==> src/rtl/divisor_sequencer.sv <==
// divisor_sequencer: counter-based clock divider driven by a small run-time
// table. Each table entry gives a half-period overflow value and a period
// repetition count; an IDLE/RUN FSM walks entries 0..Len once or forever.
module divisor_sequencer #(
  parameter int STEPS = 4
) (
  input  logic        Clk_in,
  input  logic        Rst,
  input  logic        Wr_en,
  input  logic [1:0]  Wr_addr,
  input  logic [32:0] Wr_ovf,
  input  logic [7:0]  Wr_reps,
  input  logic [1:0]  Len,
  input  logic        Loop,
  input  logic        Start,
  input  logic        Stop,
  output logic        Clk_out,
  output logic        Tick,
  output logic        Busy,
  output logic [1:0]  Step,
  output logic        Done
);

  typedef enum logic {
    IDLE = 1'b0,
    RUN  = 1'b1
  } state_t;

  state_t      state_reg, state_next;

  // Step table. Kept in flops rather than RAM because reset must clear it
  // and the active entry is read combinationally in the same cycle.
  logic [32:0] tbl_ovf_reg  [STEPS];
  logic [7:0]  tbl_reps_reg [STEPS];

  // Divider and sequencing state.
  logic [32:0] cnt_reg, cnt_next;
  logic        tog_reg, tog_next;      // 0: next toggle rises, 1: next toggle falls
  logic [7:0]  rep_reg, rep_next;      // completed periods within current step
  logic [1:0]  step_reg, step_next;
  logic [1:0]  len_reg, len_next;
  logic        loop_reg, loop_next;
  logic        clk_out_reg, clk_out_next;
  logic        tick_reg, tick_next;
  logic        done_reg, done_next;

  // Active-step parameters and the divider comparison (34 bits so that
  // doubling the 33-bit count can never wrap).
  logic [32:0] cur_ovf;
  logic [7:0]  cur_reps;
  logic [33:0] cnt_x2;
  logic [33:0] ovf_ext;
  logic        cnt_below;
  logic        last_toggle_of_step;
  logic        last_step;
  logic        tbl_wr_ok;

  assign cur_ovf   = tbl_ovf_reg[step_reg];
  assign cur_reps  = tbl_reps_reg[step_reg];
  assign cnt_x2    = {cnt_reg, 1'b0};
  assign ovf_ext   = {1'b0, cur_ovf};
  assign cnt_below = (cnt_x2 < ovf_ext);

  // A step finishes on the falling toggle of its last period.
  assign last_toggle_of_step = tog_reg && (rep_reg == cur_reps);
  assign last_step           = (step_reg == len_reg);

  // The table is frozen for the whole run so a step never sees a mid-run edit.
  assign tbl_wr_ok = Wr_en && (state_reg == IDLE);

  // One write port per table entry, selected by address decode.
  generate
    for (genvar gi = 0; gi < STEPS; gi++) begin : g_tbl
      // Table entry gi: cleared by reset, written only while idle.
      always_ff @(posedge Clk_in or posedge Rst) begin
        if (Rst) begin
          tbl_ovf_reg[gi]  <= '0;
          tbl_reps_reg[gi] <= '0;
        end else if (tbl_wr_ok && (Wr_addr == 2'(gi))) begin
          tbl_ovf_reg[gi]  <= Wr_ovf;
          tbl_reps_reg[gi] <= Wr_reps;
        end
      end
    end
  endgenerate

  // State and datapath registers; all outputs come straight from flops.
  always_ff @(posedge Clk_in or posedge Rst) begin
    if (Rst) begin
      state_reg   <= IDLE;
      cnt_reg     <= '0;
      tog_reg     <= 1'b0;
      rep_reg     <= '0;
      step_reg    <= '0;
      len_reg     <= '0;
      loop_reg    <= 1'b0;
      clk_out_reg <= 1'b0;
      tick_reg    <= 1'b0;
      done_reg    <= 1'b0;
    end else begin
      state_reg   <= state_next;
      cnt_reg     <= cnt_next;
      tog_reg     <= tog_next;
      rep_reg     <= rep_next;
      step_reg    <= step_next;
      len_reg     <= len_next;
      loop_reg    <= loop_next;
      clk_out_reg <= clk_out_next;
      tick_reg    <= tick_next;
      done_reg    <= done_next;
    end
  end

  // Next-state, divider and step sequencing.
  always_comb begin
    state_next   = state_reg;
    cnt_next     = cnt_reg;
    tog_next     = tog_reg;
    rep_next     = rep_reg;
    step_next    = step_reg;
    len_next     = len_reg;
    loop_next    = loop_reg;
    clk_out_next = clk_out_reg;
    tick_next    = 1'b0;
    done_next    = 1'b0;

    unique case (state_reg)
      IDLE: begin
        // Stop beats a simultaneous Start.
        if (Start && !Stop) begin
          state_next   = RUN;
          cnt_next     = '0;
          tog_next     = 1'b0;
          rep_next     = '0;
          step_next    = '0;
          len_next     = Len;
          loop_next    = Loop;
          clk_out_next = 1'b0;
        end
      end

      RUN: begin
        if (Stop) begin
          // Abort: force the output low, announcing it only if it moves.
          state_next   = IDLE;
          cnt_next     = '0;
          tog_next     = 1'b0;
          rep_next     = '0;
          step_next    = '0;
          clk_out_next = 1'b0;
          tick_next    = clk_out_reg;
        end else if (cnt_below) begin
          cnt_next = cnt_reg + 33'd1;
        end else begin
          cnt_next     = '0;
          clk_out_next = ~clk_out_reg;
          tick_next    = 1'b1;
          if (!tog_reg) begin
            tog_next = 1'b1;
          end else if (!last_toggle_of_step) begin
            tog_next = 1'b0;
            rep_next = rep_reg + 8'd1;
          end else begin
            tog_next = 1'b0;
            rep_next = '0;
            if (!last_step) begin
              step_next = step_reg + 2'd1;
            end else if (loop_reg) begin
              step_next = '0;
            end else begin
              state_next = IDLE;
              step_next  = '0;
              done_next  = 1'b1;
            end
          end
        end
      end

      default: begin
        state_next = IDLE;
      end
    endcase
  end

  assign Clk_out = clk_out_reg;
  assign Tick    = tick_reg;
  assign Busy    = (state_reg == RUN);
  assign Step    = step_reg;
  assign Done    = done_reg;

endmodule

==> config.mk <==
export PLATFORM = sky130hd
export DESIGN_NAME = divisor_sequencer
export DESIGN_NICKNAME = d
export VERILOG_FILES = /design/src/rtl/divisor_sequencer.sv
export SDC_FILE = /design/constraint.sdc
export NUM_CORES = 1
export LEC_CHECK = 0
export ABC_AREA = 1
export ABC_CLOCK_PERIOD_IN_PS = 9700
export BUFFER_PORTS_ARGS = -buffer_cell sky130_fd_sc_hd__buf_2
export CORE_MARGIN = 2
export CORE_UTILIZATION = 30
export DETAILED_ROUTE_END_ITERATION = 10
export HOLD_SLACK_MARGIN = 0.12
export PLACE_DENSITY_LB_ADDON = 0.12
export RECOVER_POWER = 25
export SYNTH_ARGS = -nofsm -noshare
export SYNTH_HDL_FRONTEND = slang
export SYNTH_SLANG_ARGS = --single-unit
==> constraint.sdc <==
create_clock -name Clk_in -period 9.7 [get_ports Clk_in]
set_clock_uncertainty 0.05 [all_clocks]
set_input_delay 0.485 -clock Clk_in [delete_from_list [all_inputs] [get_ports Clk_in]]
set_output_delay 0.485 -clock Clk_in [all_outputs]
set_load 0.01 [all_outputs]
==> results_dict.tcl <==
set metrics [dict create \
    wirelength_um 28840 \
    vias 8696 \
    drc 0 \
    cts_buffer_depth 3 \
    fp.dieW_um 193.8 \
    slowest_stage "clkinvlp_2" \
    drt-met1-wl_um 14970 \
    clock_latency_ns 0.54 \
    coreArea_um2 35480 \
    largest_reg_flops 132 \
    timing.fmax_mhz 241.7 \
    leakage_nw 5.993 \
    post-route-cell-area_um2 12430 \
    ys.flop_type "dfrtp_1" \
    syn-cell-area_um2 10810 \
    path_max_fanout 93 \
    worstPathCellList "dlygate4sd3_1 -> buf_2 -> clkinvlp_2 -> buf_4" \
    drive_above_1_share 0.1038 \
    postRouteAntennaNets 0 \
    grt_usage 0.1577 \
    start_util 0.3046 \
    hold_ws_ns 0.2012 \
    maxSlewHeadroom -1.868 \
    setup_violations 0 \
    fin_crit_ns 4.137 \
    critical_path_buf_inv_count 4 \
    worstSetupPathType "primary input to asynchronous set/reset pin" \
    startpoint_type "primary input" \
    dieArea_um2 37560 \
    finish.utilization 0.3504 \
    antenna_found_initial 0 \
    wire_per_inst_um 15.77 \
    outcome "finished, violations left" \
    row_count 69 \
    route.met2.wl_um 12430 \
    ir_drop_v 0.0001316 \
    final_cells 1829 \
    tightest_slew_ns 4.278 \
    grt_pass1_vias 8602 \
    firstDrtPassIters 5 \
    post_dp_cell_area_um2 11470 \
    required_ns 10.18 \
    synth_top_cells_by_count "nand2_1, dfrtp_1, o21ai_0" \
    grt_max_degree 94 \
    synth_area_leaders "dfrtp_1, nand2_1, o21ai_0" \
    ys_ff_latch 215 \
    cp-end-kind "asynchronous set/reset pin" \
    place_congestion 0.7769 \
    rsz0062_at_grt "false" \
    port_buffers 56 \
    tns_ns 0 \
    syn_inst 1319 \
    netlist.area_leader.share 0.4977 \
    syn_area_per_cell_um2 8.195 \
    drv_cap 1 \
    critical-path-top-delay-family "buffers and inverters" \
    yosysSeqAreaShare 0.4977 \
    htree_levels 1 \
    hpwl_um 18110 \
    grt_overflow_total 0 \
    crit_arrival_ns 4.62 \
    met3WireLength_um 1012 \
    numCtsBuffers 27 \
    synth_edf_count 0 \
    failed_checks "capacitance limit, slew limit" \
    root_buffer "clkbuf_16" \
    hold_path_class "primary input to register" \
    max_stage_delay_ns 2.37 \
    post-route-period-util 0.4264 \
    post-cts-setup-buffers 0 \
    cts_hold_buf 4 \
    dieHeight_um 193.8 \
    post_cts_resize_count 0 \
    antenna_cells 0 \
    tritoncts "yes" \
    io-pin-count 57 \
    drt_iter0_drc 541 \
    async_flop_share 1.000 \
    cts.sinks 215 \
    power_density_nw_per_um2 214.8 \
    ys_warn_count 0 \
    synth.most_common_cell "nand2_1" \
    grt_pass1_wl_um 48370 \
    finalNetCount 1433 \
    maxUsedRoutingLayer "met4" \
    syn_nets 1404 \
    synth_area_leader_cell "dfrtp_1" \
    area_delta_synth_final_pct 15.04 \
    clk_pin_slew_ns 0.06 \
    dp.cells 1776 \
    via_per_inst 4.755 \
    finalMaxSlewViolations 94 \
    hold_violations 0 \
    ys_types 37 \
]
## area by class of cell
cell class	instances	area (um^2)
fill	3710	23050
timing repair buffer	65	349.1
multi-input combinational	936	4802
sequential	215	5381
tap	461	576.8
clock buffer	39	800.8
clock inverter	10	133.9
inverter	103	390.4
## cell families after synthesis
kind of cell             synth area share
AO/OA/AOI/OAI                      0.1393
XOR/XNOR                          0.02107
adder cells (fa/ha/maj)           0.03936
buffers and inverters             0.06262
flip-flops                         0.4977
multiplexers                     0.003125
AND/OR/NAND/NOR                    0.2368
## power breakdown
group | total (mW) | switching [mW] | internal (mW)
registers | 1.15 | 0.0929 | 1.06
clock network | 1.05 | 0.402 | 0.650
logic | 0.470 | 0.291 | 0.179
total | 2.67 | 0.787 | 1.88
## metrics by stage
step / total power, mW / setup WS (ns)
3_3_place_gp: 1.637 / 5.765
4_1_cts: 2.713 / 5.668
3_5_place_dp: 1.642 / 5.672
5_1_grt: 2.848 / 4.712
6_report: 2.671 / 5.563
2_1_floorplan: 1.499 / 3.286
## worst min-delay path: cells and delay by family
family,cells,cell delay (ns)
buffers and inverters,2,0.18
AOI/OAI and AO/OA,1,0.09
## placed cells by master (no fill, tap or decap), drive strengths merged
cell         instances
ha                  34
mux2                 3
dlygate4sd3          4
a21oi               50
or2                  2
o21ai              183
nand4               18
clkbuf              44
inv                103
nand3b               6
nand2              423
and2                 2
xnor2                9
a32o                32
a21o                 2
bufinv               3
nor3                19
nand3               59
dfrtp              215
buf                 56
xor2                17
clkinv               4
and3                 2
nor2                75
clkinvlp             3
## path summary, 6_finish.rpt
check,from,end,slack [ns],cells past startpoint
setup / recovery,Rst,tbl_ovf_reg[27]$_DFFE_PP0P_,5.56,4
hold / removal,Stop,Tick$_DFF_PP0_,0.20,3
setup reg to reg,Step[1]$_DFFE_PP0P_,cnt_reg[21]$_DFFE_PP0P_,5.58,16
hold reg to reg,tbl_ovf_reg[126]$_DFFE_PP0P_,tbl_ovf_reg[126]$_DFFE_PP0P_,0.43,2
max in group Clk_in,Step[1]$_DFFE_PP0P_,cnt_reg[21]$_DFFE_PP0P_,5.58,16
min in group asynchronous,Rst,tbl_ovf_reg[15]$_DFFE_PP0P_,1.76,3
## per-layer routing
metal | up-vias | global-route usage
li1 | 4394 | -
met5 | - | 0
met4 | 0 | 0.03030
met1 | 4163 | 0.2374
met3 | 33 | 0.02226
met2 | 106 | 0.2418
No activity file was read; power rests on OpenSTA's default activity.
